===== config.mk =====
export PLATFORM = sky130hd
export DESIGN_NAME = sdram_rw_scheduler
export DESIGN_NICKNAME = d
export VERILOG_FILES = /design/src/rtl/sdram_rw_scheduler.sv
export SDC_FILE = /design/constraint.sdc
export NUM_CORES = 1
export LEC_CHECK = 0
export ABC_CLOCK_PERIOD_IN_PS = 2400
export CAP_MARGIN = 30
export CORE_MARGIN = 4
export CORE_UTILIZATION = 45
export CTS_CLUSTER_SIZE = 24
export DETAILED_ROUTE_END_ITERATION = 12
export PLACE_DENSITY = 0.8
export SETUP_SLACK_MARGIN = 0.1
export SKIP_CTS_REPAIR_TIMING = 1
export SLEW_MARGIN = 20
export SYNTH_ARGS = -nofsm -noshare
export SYNTH_HDL_FRONTEND = slang
export SYNTH_SLANG_ARGS = --single-unit
export TNS_END_PERCENT = 20

===== constraint.sdc =====
create_clock -name clk -period 2.4 [get_ports clk]
set_input_delay 0.24 -clock clk [delete_from_list [all_inputs] [get_ports clk]]
set_output_delay 0.24 -clock clk [all_outputs]
set_load 0.01 [all_outputs]

===== src/rtl/sdram_rw_scheduler.sv =====
// Arbitrates the draw writer and the TFT refresh reader onto the single-port SDRAM core.
// The reader gets priority once per frame, and a watchdog releases grants the core never answers.
module sdram_rw_scheduler #(
  parameter int ADDR_W      = 24,
  parameter int TIMEOUT_CYC = 4096,
  parameter int TO_W        = 13
) (
  input  logic              clk,
  input  logic              rst,
  input  logic              en,
  input  logic              frame_tick,
  input  logic              rd_req,
  input  logic [ADDR_W-1:0] rd_addr,
  output logic              rd_done,
  input  logic              wr_req,
  input  logic [ADDR_W-1:0] wr_addr,
  output logic              wr_done,
  output logic [1:0]        sdram_call,
  output logic [ADDR_W-1:0] sdram_addr,
  input  logic [1:0]        sdram_done,
  output logic              busy,
  output logic              timeout_err,
  output logic [7:0]        frame_overrun
);

  typedef enum logic [1:0] {
    IDLE    = 2'd0,
    GNT_RD  = 2'd1,
    GNT_WR  = 2'd2,
    RELEASE = 2'd3
  } state_t;

  localparam logic [TO_W-1:0] WD_LAST = TO_W'(TIMEOUT_CYC - 1);

  state_t            state_q, state_d;
  logic [1:0]        call_q, call_d;
  logic [ADDR_W-1:0] addr_q, addr_d;
  logic              rd_done_q, rd_done_d;
  logic              wr_done_q, wr_done_d;
  logic              busy_q, busy_d;
  logic              terr_q, terr_d;
  logic [7:0]        ovr_q, ovr_d;
  logic              fp_q, fp_d;
  logic              last_wr_q, last_wr_d;
  logic [TO_W-1:0]   wd_q, wd_d;
  logic              pick_rd, pick_wr;
  logic              grant_rd, grant_wr;

  // Winner selection: pending frame, then round-robin, then the lone requester.
  always_comb begin
    pick_rd = 1'b0;
    pick_wr = 1'b0;
    if (fp_q && rd_req) begin
      pick_rd = 1'b1;
    end else if (rd_req && wr_req) begin
      if (last_wr_q) begin
        pick_rd = 1'b1;
      end else begin
        pick_wr = 1'b1;
      end
    end else if (rd_req) begin
      pick_rd = 1'b1;
    end else if (wr_req) begin
      pick_wr = 1'b1;
    end else begin
      pick_rd = 1'b0;
      pick_wr = 1'b0;
    end
    grant_rd = (state_q == IDLE) && en && pick_rd;
    grant_wr = (state_q == IDLE) && en && pick_wr;
  end

  // Next-state and next-output computation for the grant sequencer.
  always_comb begin
    state_d   = state_q;
    call_d    = call_q;
    addr_d    = addr_q;
    rd_done_d = 1'b0;
    wr_done_d = 1'b0;
    terr_d    = terr_q;
    last_wr_d = last_wr_q;
    wd_d      = wd_q;
    case (state_q)
      IDLE: begin
        if (grant_rd) begin
          state_d   = GNT_RD;
          call_d    = 2'b01;
          addr_d    = rd_addr;
          last_wr_d = 1'b0;
          wd_d      = '0;
        end else if (grant_wr) begin
          state_d   = GNT_WR;
          call_d    = 2'b10;
          addr_d    = wr_addr;
          last_wr_d = 1'b1;
          wd_d      = '0;
        end else begin
          state_d = IDLE;
        end
      end
      GNT_RD: begin
        if (sdram_done[0] || (wd_q == WD_LAST)) begin
          state_d   = RELEASE;
          call_d    = 2'b00;
          rd_done_d = 1'b1;
          terr_d    = terr_q | ~sdram_done[0];
        end else begin
          wd_d = wd_q + TO_W'(1);
        end
      end
      GNT_WR: begin
        if (sdram_done[1] || (wd_q == WD_LAST)) begin
          state_d   = RELEASE;
          call_d    = 2'b00;
          wr_done_d = 1'b1;
          terr_d    = terr_q | ~sdram_done[1];
        end else begin
          wd_d = wd_q + TO_W'(1);
        end
      end
      RELEASE: begin
        state_d = IDLE;
      end
      default: begin
        state_d = IDLE;
        call_d  = 2'b00;
      end
    endcase

    // A tick coinciding with a read grant must survive it, so the tick wins.
    if (frame_tick) begin
      fp_d = 1'b1;
    end else if (grant_rd) begin
      fp_d = 1'b0;
    end else begin
      fp_d = fp_q;
    end
    if (frame_tick && fp_q && (ovr_q != 8'hFF)) begin
      ovr_d = ovr_q + 8'd1;
    end else begin
      ovr_d = ovr_q;
    end
    busy_d = (state_d != IDLE);
  end

  // State and output registers with synchronous reset.
  always_ff @(posedge clk) begin
    if (rst) begin
      state_q   <= IDLE;
      call_q    <= 2'b00;
      addr_q    <= '0;
      rd_done_q <= 1'b0;
      wr_done_q <= 1'b0;
      busy_q    <= 1'b0;
      terr_q    <= 1'b0;
      ovr_q     <= 8'd0;
      fp_q      <= 1'b0;
      last_wr_q <= 1'b1;
      wd_q      <= '0;
    end else begin
      state_q   <= state_d;
      call_q    <= call_d;
      addr_q    <= addr_d;
      rd_done_q <= rd_done_d;
      wr_done_q <= wr_done_d;
      busy_q    <= busy_d;
      terr_q    <= terr_d;
      ovr_q     <= ovr_d;
      fp_q      <= fp_d;
      last_wr_q <= last_wr_d;
      wd_q      <= wd_d;
    end
  end

  assign sdram_call    = call_q;
  assign sdram_addr    = addr_q;
  assign rd_done       = rd_done_q;
  assign wr_done       = wr_done_q;
  assign busy          = busy_q;
  assign timeout_err   = terr_q;
  assign frame_overrun = ovr_q;

endmodule

### Word-level counts from Yosys, hierarchy flattened

Index checks and enable logic that the tools add are counted.

| storage, ports and cells | value |
|---|---|
| register bits | 55 |
| output and inout port bits | 38 |
| word-level logic and storage cells | 85 |

| cells by class | value |
|---|---|
| bitwise logic cells | 6 |
| add/subtract/negate cells | 2 |
| eq/ne operators | 10 |
| reductions and logical operators | 21 |
| mux-type cells | 35 |

Operators by type and width:

| operator | count |
|---|---|
| 13-bit 2-to-1 mux | 4 |
| 24-bit 2-to-1 mux | 2 |
| 13-bit one-hot mux with 3 select lines | 1 |
| 1-bit 2-to-1 mux | 17 |
| 2-bit 2-to-1 mux | 8 |
| 13-bit by 1-bit adder with 13-bit output (second input constant) | 1 |
| 13-bit by 12-bit equality test with 1-bit output (second input constant) | 1 |
| 8-bit by 1-bit adder with 8-bit output (second input constant) | 1 |
| 2-bit != test (second input constant) | 4 |
| 8-bit != test (second input constant) | 1 |
| 2-bit one-hot mux with 4 select lines | 1 |
| 4-bit AND reduction | 2 |
| 2-bit nonzero test | 4 |
| 1-bit logical AND | 7 |
| 2-bit one-hot mux with 3 select lines | 1 |
| 2-bit equality test (second input constant) | 2 |
| 1-bit NOT | 4 |
| 2-bit OR reduction | 2 |
| 3-bit != test (second input constant) | 1 |
| 3-bit AND reduction | 1 |
| 3-bit nonzero test | 1 |
| 2-bit by 1-bit equality test with 1-bit output (second input constant) | 1 |
| 2-bit zero test | 1 |
| 1-bit logical OR | 2 |
| 3 further kinds | 4 |

### Depth between registers and ports, before layout

| depth | value |
|---|---|
| depth after elaboration | 9 |
| gate-level depth with buffers | 8 |
| gate-level depth less buffers | 7 |

### Worst setup path after synthesis

Ideal clock, no wire load.

| path | value |
|---|---|
| path type | register to register |
| from | reg state_q[1] |
| to | reg wd_q[3] |
| data required time | 2.309 ns |
| slack | 0.496 ns |
| cell stages (with the launch flop) | 8 |
| buffers on the path | 0 |
| period minus slack after synthesis | 1.904 ns |
| arrival time | 1.813 ns |
| setup time | 0.091 ns |
| cells stage by stage | dfxtp_1 -> inv_1 -> ha_1 -> a22oi_1 -> o2111ai_1 -> nor2_1 -> a41oi_1 -> a311oi_1 |

| between the ends | value |
|---|---|
| word-level cells in the longest chain between the ends | 5 |
| elaborated cells on any way between the ends | 13 |
| those cells by class | 5 x eq/ne; 2 x mux; 6 x reduce/logical |

RTL lines:

| item | line | source |
|---|---|---|
| start, declared | 35 | `state_t state_q, state_d;` |
| start signal, assigned | 161 | `state_q <= state_d;` |
| 2-bit zero test | 69, 70, 83 |  |
| 1-bit logical AND | 69, 70 |  |
| 1-bit logical AND (on tied branches) | 69, 70 |  |
| 3-bit != test (no line) / 13-bit 2-to-1 mux (equally long branches) | - |  |
| 4-bit AND reduction (no line) / 13-bit one-hot mux with 3 select lines (equally long branches) | - |  |
| end signal, assigned | 171 | `wd_q <= wd_d;` |
| end, declared | 45 | `logic [TO_W-1:0] wd_q, wd_d;` |

Several ways; a longest one is shown, not always the timed one.
A chain may end at the register's enable or synchronous reset.

### Worst setup path in the final report

| path | value |
|---|---|
| from | reg wd_q[0] |
| to | reg wd_q[9] |

| between the ends | value |
|---|---|
| word-level cells in the longest chain between the ends | 4 |
| elaborated cells on any way between the ends | 10 |
| those cells by class | 1 x add/sub; 3 x eq/ne; 3 x mux; 3 x reduce/logical |

RTL lines:

| item |
|---|
| branches (longest 4 deep; another with 13-bit by 1-bit adder with 13-bit output) |

Parallel ways; which one is timed is not known. The select of a mux whose other input is x is not followed.

==> results by group <==
Run status
  • Status: complete, no violations

CTS
  • TritonCTS clock tree: done
  • Total CTS buffers: 5
  • Clock Sinks: 55
  • Max clock buf depth: 2
  • Clock Pin Slew Worst Setup and Hold Paths: 0.09 ns
  • Worst-Skew Late Latency: 0.30 ns
  • CTS H-Tree Depth: 2
  • CTS Root Cell: clkbuf_8

Pwr
  • Sequential Power Share: 39.8%
  • Worst vdd ir: 0.627 mV
  • Switching power total: 1.01 mW
  • Comb pwr share: 41.2%
  • Static Leak: 1.32 nW
  • Pwr Density: 776 nW/um2
  • Net Sw Frac: 35.0%
  • Clock group share of total power: 19.1%
  • Pint: 1.87 mW

Routing
  • ANT nets after route: 0
  • Remaining DRCs: 0
  • Final WL: 7430 um
  • Drt first pass iters: 4
  • Total number of vias: 2,654
  • DRT iter0 DRCs: 137
  • Vias per inst: 5.53
  • Avg WL per Cell: 15.5 um

Cells and area
  • Footprint of the multi-input gates: 1410 um2
  • Layout cells sized above 1: 4.90%
  • Reg area: 1100 um2
  • Area growth syn-to-layout: 41.4%
  • Final nets: 470
  • # diodes: 0
  • Fill cells: 486

Timing
  • Final setup fails: 0
  • Relative slew slack: 64.9%
  • Post-layout min period: 2.13 ns
  • Tightest Pin Transition: 0.521 ns
  • Hold slack: 0.384 ns
  • Setup ws final: 0.266 ns
  • FMAX: 469 MHz
  • Final Skew: 0.00473 ns
  • Final Hold Vio Count: 0
  • Period utilization: 88.9%
  • Max Slew Vio Count: 0
  • RSZ-0062 raised after global routing: no
  • Setup TNS: 0 ns

Place
  • HPWL Detailed: 5390 um
  • Pre-CTS WS: 0.301 ns
  • GP Congestion: 0.804
  • IO Port Bufs: 93

Floorplan
  • Die area: 7120 um2
  • Num rows: 27
  • Num ports: 94
  • Initial Utilization: 47.1%
  • Core area: 5570 um2
  • Die X: 84.4 um
  • Die height: 84.4 um

Logic synthesis
  • Synth warn: 0
  • Cell Area, Synth: 2630 um2
  • Yosys reg bits: 55
  • Synth async-reset ratio: 0%
  • Post-synthesis sequential area ratio: 41.9%
  • Syn nets: 385
  • EDFF count, synth: 0
  • Cell variety after synth: 48
  • Cell count after synthesis: 322
  • Post-synth top flop: dfxtp_1
  • Syn Area/Cell: 8.16 um2

Critical path
  • Critical Path Start Type: flip-flop
  • Crit Path Max Fanout: 12
  • Arrival @ worst endpoint: 2.30 ns
  • Worst Path Required: 2.57 ns
  • Critical path class: reg -> reg
  • Crit end category: flip-flop

GRT
  • GR Util met3: 4.81%
  • Grt total ovfl: 0
  • Global-route usage over all layers: 19.8%
  • Vias in the first global route: 2,468
  • Met2 Usage GRT: 33.9%
  • First-pass GRT wire length: 11,700 um
  • GRT busiest layer: met2
  • Largest net degree at the start of global routing: 49
  • Met1 Usage GRT: 25.6%
  • Initial antenna violation count: 0

Job
  • Max-cap violations: 0

Hold path
  • Hold crit path type: in -> reg
==> kinds of logic after synthesis <==
logic type | after synthesis | synth area share [%]
adders and majority gates | 7 | 3.33
xor gates and xnor gates | 6 | 2.00
DFF | 55 | 41.9
buffers and inverters | 29 | 4.57
and+or+nand+nor | 151 | 26.9
AOI/OAI and AO/OA | 73 | 20.9
muxes | 1 | 0.381
==> flip-flops by register name, indices dropped and copies added (netlist names) <==
name / cells
busy: 1
fp_q: 1
frame_overrun: 8
last_wr_q: 1
rd_done: 1
sdram_addr: 24
sdram_call: 2
state_q: 2
timeout_err: 1
wd_q: 13
wr_done: 1
==> metrics by stage <==
stage               std cells  total power [mW]  util, %  area, um2
CTS                       480              2.89     66.5       3710
finish                    480              2.88     66.6       3710
global placement          472              2.31     64.7       3610
global route              480              3.07     66.6       3710
detailed placement        472              2.34     64.7       3610
floorplan                 322              1.84        -       2630
==> worst max-delay path, cell delays in order, from the launching register on <==
cell and delay [ns]:
dfxtp_1 0.42, ha_1 0.28, nand3_4 0.16, nor4_4 0.42, and3b_1 0.37, a41oi_1 0.28, a211oi_1 0.07
==> routing by layer <==
metal  vias to the layer above  wire length [um]
li1                       1333                 -
met1                      1243              3360
met2                        73              3640
met3                         5               388
met4                         0                52
met5                         -                 0
==> path summary, 6_finish.rpt <==
| path | startpoint | to | slack (ns) | cells past startpoint |
|---|---|---|---|---|
| worst max-delay path | wd_q[0] | wd_q[9] | 0.27 | 6 |
| worst max register to register | wd_q[0] | wd_q[9] | 0.27 | 6 |
| worst min-delay path | rst | frame_overrun[1] | 0.38 | 2 |
| worst min register to register | sdram_call[0] | sdram_call[0] | 0.46 | 2 |
==> cell type report <==
type	instances	area share (%)
clock buffer	8	2.70
inverter	9	0.910
multi-input combinational	238	38.0
sequential	55	29.6
tap	72	2.43
timing repair buffer	98	26.3
==> power groups by stage <==
| stage | combinational [mW] | clock (mW) | sequential, mW |
|---|---|---|---|
| after detailed placement | 1.18 | 0 | 1.17 |
| after global routing | 1.30 | 0.600 | 1.16 |
| after CTS | 1.18 | 0.565 | 1.14 |
| after floorplan | 0.626 | 0 | 1.21 |
| final | 1.19 | 0.550 | 1.15 |
| after global placement | 1.15 | 0 | 1.16 |
==> cells in the final DEF (no fill, tap or decap), types with 3 or more instances in the layout <==
cell type	count
a21oi_1	12
a311oi_1	31
a31oi_1	3
and3_1	3
buf_4	4
clkbuf_8	7
clkdlybuf4s50_1	92
dfxtp_1	55
ha_1	7
inv_1	8
nand2_1	69
nand3_1	8
nand4_1	6
nor2_1	43
nor3_1	4
nor4_1	3
o21ai_0	7
xor2_1	4
==> synth_stat cells, types with 2 or more instances <==
cell       n  share of area, %
ha_1       7               3.3
a21oi_1   12               2.3
a311oi_1  31                10
xnor2_1    2              0.67
a41oi_1    2              0.67
o21a_1     2              0.57
a21o_1     2              0.57
nor4_1     3              0.71
dfxtp_1   55                42
and4_1     2              0.67
nor2_1    44               6.3
nor3_1     4              0.76
xor2_1     4               1.3
inv_1      8               1.1
nor4_4     2               1.6
and3_1     3              0.71
nand3_1    8               1.5
a32o_1     2              0.76
o31a_1     2              0.67
buf_2      2              0.38
o21ai_0    7               1.3
nand4_1    6               1.4
nand2_1   69               9.9
clkbuf_1  16               2.3
a221oi_1   2              0.67
a31oi_1    3              0.71
Power figures use the tool's default switching activity.
==> patch 1: new RTL, config.mk and constraints unchanged <==
Register the output `frame_overrun` once more, with the module's reset; this adds one clock of latency there. The other outputs are not delayed to match.
--- a/src/rtl/sdram_rw_scheduler.sv
+++ b/src/rtl/sdram_rw_scheduler.sv
@@ -178,6 +178,12 @@
   assign wr_done       = wr_done_q;
   assign busy          = busy_q;
   assign timeout_err   = terr_q;
-  assign frame_overrun = ovr_q;
+  always_ff @(posedge clk) begin
+    if (rst) begin
+      frame_overrun <= '0;
+    end else begin
+      frame_overrun <= ovr_q;
+    end
+  end
 
 endmodule
Function: changed (Yosys sat finds a counterexample within 4 cycles, from zero or initial values and one cycle with rst high).
==> patch 1 against the unedited design <==
First-iteration DRC count rose by 42%. Design area is 7.9% higher. Critical endpoint is now wd_q[3]. Cell count grew 6.0%. Area after synthesis is 7.6% higher. Sequential cell count is 8 higher. Wire length increased by 0.52%. Setup slack improved by 0.069 ns.
Power is not compared: it rests on default switching activity, and its combinational part moved more than twofold at a synthesized area within 25%.
==> patch 1: results <==
[outcome]
status = finished, final reports clean

[cells_and_area]
largest_reg_flops = 24
fill_cells = 496
nets = 492
drive_gt1_share_pct = 7.83

[yosys]
async_reset_ff_share_pct = 0
synthesis.nets = 402
synth-edff-count = 0
synth_cell_types = 46
synth_common_cells = dfxtp_1 (63), nand2_1 (56), nor2_1 (46)
yosysSeqAreaShare_pct = 44.6
synthTopCellsByArea = dfxtp_1 (45%), nand2_1 (7.4%), a311oi_1 (7.4%)

[route]
drt_iter0_drc = 194
viasPerCell = 5.44
wire_per_inst_um = 14.7

[sta]
tightest_slew_ns = 0.666
clock_skew_ns = 0.00898

[global_routing]
grt_usage_pct = 20.4
grt_pass1_vias = 2629
grt_max_degree = 42
grt_pass1_wl_mm = 12.0

[placement]
place.gp.congestion = 0.825
placed_area_um2 = 3830
dp_hpwl_mm = 5.30
portBuffers = 93
dp_slack_ns = 0.251

[worst_setup_path]
worstReg2RegEnd = wd_q[3]
rrSetupSlack_ns = 0.34
cp_max_fo = 10
max_stage_delay_ns = 0.51
crit_path_top_delay_cell = or4_1
worstPathArrival_ns = 2.34

[clock_tree]
cts_buffers = 9
h-tree-depth = 3
clock_latency_ns = 0.35
path_clk_slew_ns = 0.08

[min_path]
hold_path_class = input port to register
holdPathStages = 2
min_to = ovr_q[3]
==> patch 1: worst max path at each step <==
stage / slack [ns] / end / startpoint / depth (start not counted)
after floorplan: 0.60 / wd_q[3] / wd_q[0] / 6
after global placement: 0.30 / wd_q[3] / wr_req / 6
after detailed placement: 0.25 / wd_q[3] / wr_req / 6
after CTS: 0.33 / wd_q[3] / wd_q[0] / 6
after global routing: 0.21 / wd_q[3] / wd_q[0] / 6
final: 0.34 / wd_q[3] / wd_q[0] / 6
==> patch 1: layer usage <==
layer	routed length (µm)	vias up	GRT usage (%)	share of wire (%)
met5	0	-	0	0
met4	136	0	8.09	1.8
met1	3150	1244	23.8	42
met3	954	13	12.5	13
met2	3240	121	30.0	43
li1	-	1392	-	-
==> patch 1: cells by family (layout without fill, tap and decap cells) <==
| group | count (synthesis) | count (layout) | share of synthesized area, % |
|---|---|---|---|
| buffers and inverters | 31 | 126 | 4.29 |
| adder cells (fa/ha/maj) | 7 | 7 | 3.10 |
| AO/OA/AOI/OAI | 73 | 73 | 18.9 |
| XOR/XNOR | 5 | 5 | 1.55 |
| AND/OR/NAND/NOR | 157 | 157 | 26.5 |
| flip-flops | 63 | 63 | 44.6 |
| multiplexers | 3 | 3 | 1.06 |
==> patch 1: worst reg2reg max path: stages, from the launching register on <==
cell and delay [ns]:
dfxtp_1 0.35, ha_1 0.26, and3_4 0.22, a41oi_2 0.25
o221ai_2 0.25, or4_1 0.51, a21oi_1 0.16
==> patch 1: report_power, final <==
part           leakage, nW  internal, mW  switching, mW
sequential           0.514          1.10         0.0288
clock               0.0838         0.384          0.455
combinational        0.824         0.226          0.195
==> patch 1: cell type report <==
type	instances	area, µm²	area share, %
Multi-Input combinational cell	245	1440	36.0
Sequential cell	63	1260	31.5
Timing Repair Buffer	100	991	24.7
Clock buffer	9	124	3.09
Tap cell	75	93.8	2.34
Clock inverter	7	56.3	1.40
Inverter	10	37.5	0.937
==> patch 1: stage by stage <==
step	cells	hold WS [ns]
finish	509	0.406
global route	509	0.430
CTS	509	0.397
detailed placement	493	0.463
global placement	493	0.458
floorplan	339	0.357
==> patch 2: new RTL, same settings <==
Without the edit above. `TO_W`: 13 -> 26.
--- a/src/rtl/sdram_rw_scheduler.sv
+++ b/src/rtl/sdram_rw_scheduler.sv
@@ -3,7 +3,7 @@
 module sdram_rw_scheduler #(
   parameter int ADDR_W      = 24,
   parameter int TIMEOUT_CYC = 4096,
-  parameter int TO_W        = 13
+  parameter int TO_W        = 26
 ) (
   input  logic              clk,
   input  logic              rst,
Behaviour: same outputs for any inputs over 4 cycles, from zero or initial values and one cycle with rst high; that may be too few to reach the edited logic, so the function may still have changed.
==> patch 2 against the unedited design <==
Wire length rose by 24%. Total power increased by 32%. Setup slack lost 0.13 ns. Cell count rose by 24%. Sequential cell count grew 13. Count of clock-buffer cells in the layout is 2 higher. Clock power increased by 51%. Via count up 26%. Area after synthesis is 30% higher. Global-route usage grew 0.51 points. Design area grew 27%. Critical endpoint is now wd_q[4]. Largest cell class unchanged.
==> patch 2: results <==
[global_routing]
grt_pass1_vias = 3134
grt_max_degree = 29
grt_usage_pct = 20.3
grt_pass1_wl_mm = 14.6
antenna_found_initial = 0

[sta]
clock_skew_ns = 0.00779
max-slew-margin-rel_pct = 64.4

[cells_and_area]
largest_reg_flops = 26
drive_gt1_share_pct = 9.70
n_antenna_cell = 0
finalNonFillerCells = 594
nets = 554
top_register = wd_q

[outcome]
status = finished, final reports clean

[clock_tree]
clk_path_buf_depth = 2
cts_buffers = 9
clock_latency_ns = 0.35
path_clk_slew_ns = 0.08
h-tree-depth = 3
cts_root_buffer = clkbuf_8

[worst_setup_path]
worstPathArrival_ns = 2.54
worstReg2RegEnd = wd_q[4]
ff2ff_path_depth = 9
rrSetupSlack_ns = 0.14
regToRegStartpoint = wd_q[0]
cp_max_fo = 8

[yosys]
synth_cell_types = 45
synthesis.nets = 455
syn_inst = 391
synthTopCellsByArea = dfxtp_1 (40%), mux2i_1 (7.6%), a211oi_1 (5.7%)
yosysSeqAreaShare_pct = 39.8
synth_common_cells = dfxtp_1 (68), nor2_1 (47), a21oi_1 (36)
async_reset_ff_share_pct = 0
yosys_warnings = 0

[min_path]
holdPathStages = 2
min_to = timeout_err
hold_path_class = input port to register
hp-start = rst

[placement]
place.gp.congestion = 0.821
placed_cells = 572
portBuffers = 93
dp_hpwl_mm = 6.40
dp_slack_ns = 0.165

[route]
firstDrtPassIters = 4
drt_iter0_drc = 162
wirelength_mm = 9.25
viasPerCell = 5.61

[power_and_ir_drop]
irDropWorstVdd_uv = 397
p_leak_nw = 1.79
## patch 2: layout make-up
type,count,area (µm²)
fill,618,2620
multi-input combinational,297,1990
sequential,68,1360
timing repair buffer,107,1040
clock buffer,10,128
tap,99,124
clock inverter,6,41.3
inverter,7,26.3
## patch 2: stage by stage
step           instance area [µm²]  power [mW]  hold WS, ns
6_report                      4710        3.81        0.321
5_1_grt                       4710        4.05        0.315
4_1_cts                       4640        3.75        0.308
3_5_place_dp                  4470        2.92        0.452
3_3_place_gp                  4470        2.88        0.439
2_1_floorplan                 3420        2.31        0.357
## patch 2: report_power, final
part	switching [mW]	leakage, nW	total (mW)	internal [mW]
Sequential	0.0899	0.554	1.37	1.28
Clock	0.456	0.0783	0.828	0.373
Combinational	0.847	1.15	1.62	0.772
Total	1.39	1.79	3.81	2.42
## patch 2: how the worst max path moves through the flow
stage,from,endpoint,slack (ns),cells after the start
CTS,wd_q[0],wd_q[17],0.13,7
floorplan,state_q[0],wd_q[4],0.31,8
global placement,wd_q[0],wd_q[17],0.22,7
finish,wd_q[0],wd_q[4],0.14,9
global route,wd_q[0],wd_q[1],0.03,10
detailed placement,wd_q[0],wd_q[17],0.16,7
## patch 2: worst max-delay path, stage by stage, from the launching register on
cell and delay [ns]:
dfxtp_1 0.34, ha_1 0.26, nand3_2 0.15, nor4_4 0.05
buf_4 0.17, a32oi_4 0.30, buf_4 0.18, o211ai_4 0.11
or3_2 0.44, a21oi_1 0.17
## patch 2: cells by family after synthesis
logic type,Yosys count,synth area share [%]
AOI/OAI and AO/OA,112,21.2
adders and majority gates,8,2.92
buffers and inverters,28,3.43
and+or+nand+nor,143,23.5
muxes,27,7.93
DFF,68,39.8
xor gates and xnor gates,5,1.28
## patch 2: per-layer routing
metal	part of all wire (%)	global-route usage [%]	wire length, µm	vias to the layer above
met2	47	31.6	4380	115
met5	0	0	0	-
met3	11	9.39	998	11
met4	1.5	7.45	142	0
li1	-	-	-	1649
met1	40	24.6	3730	1560
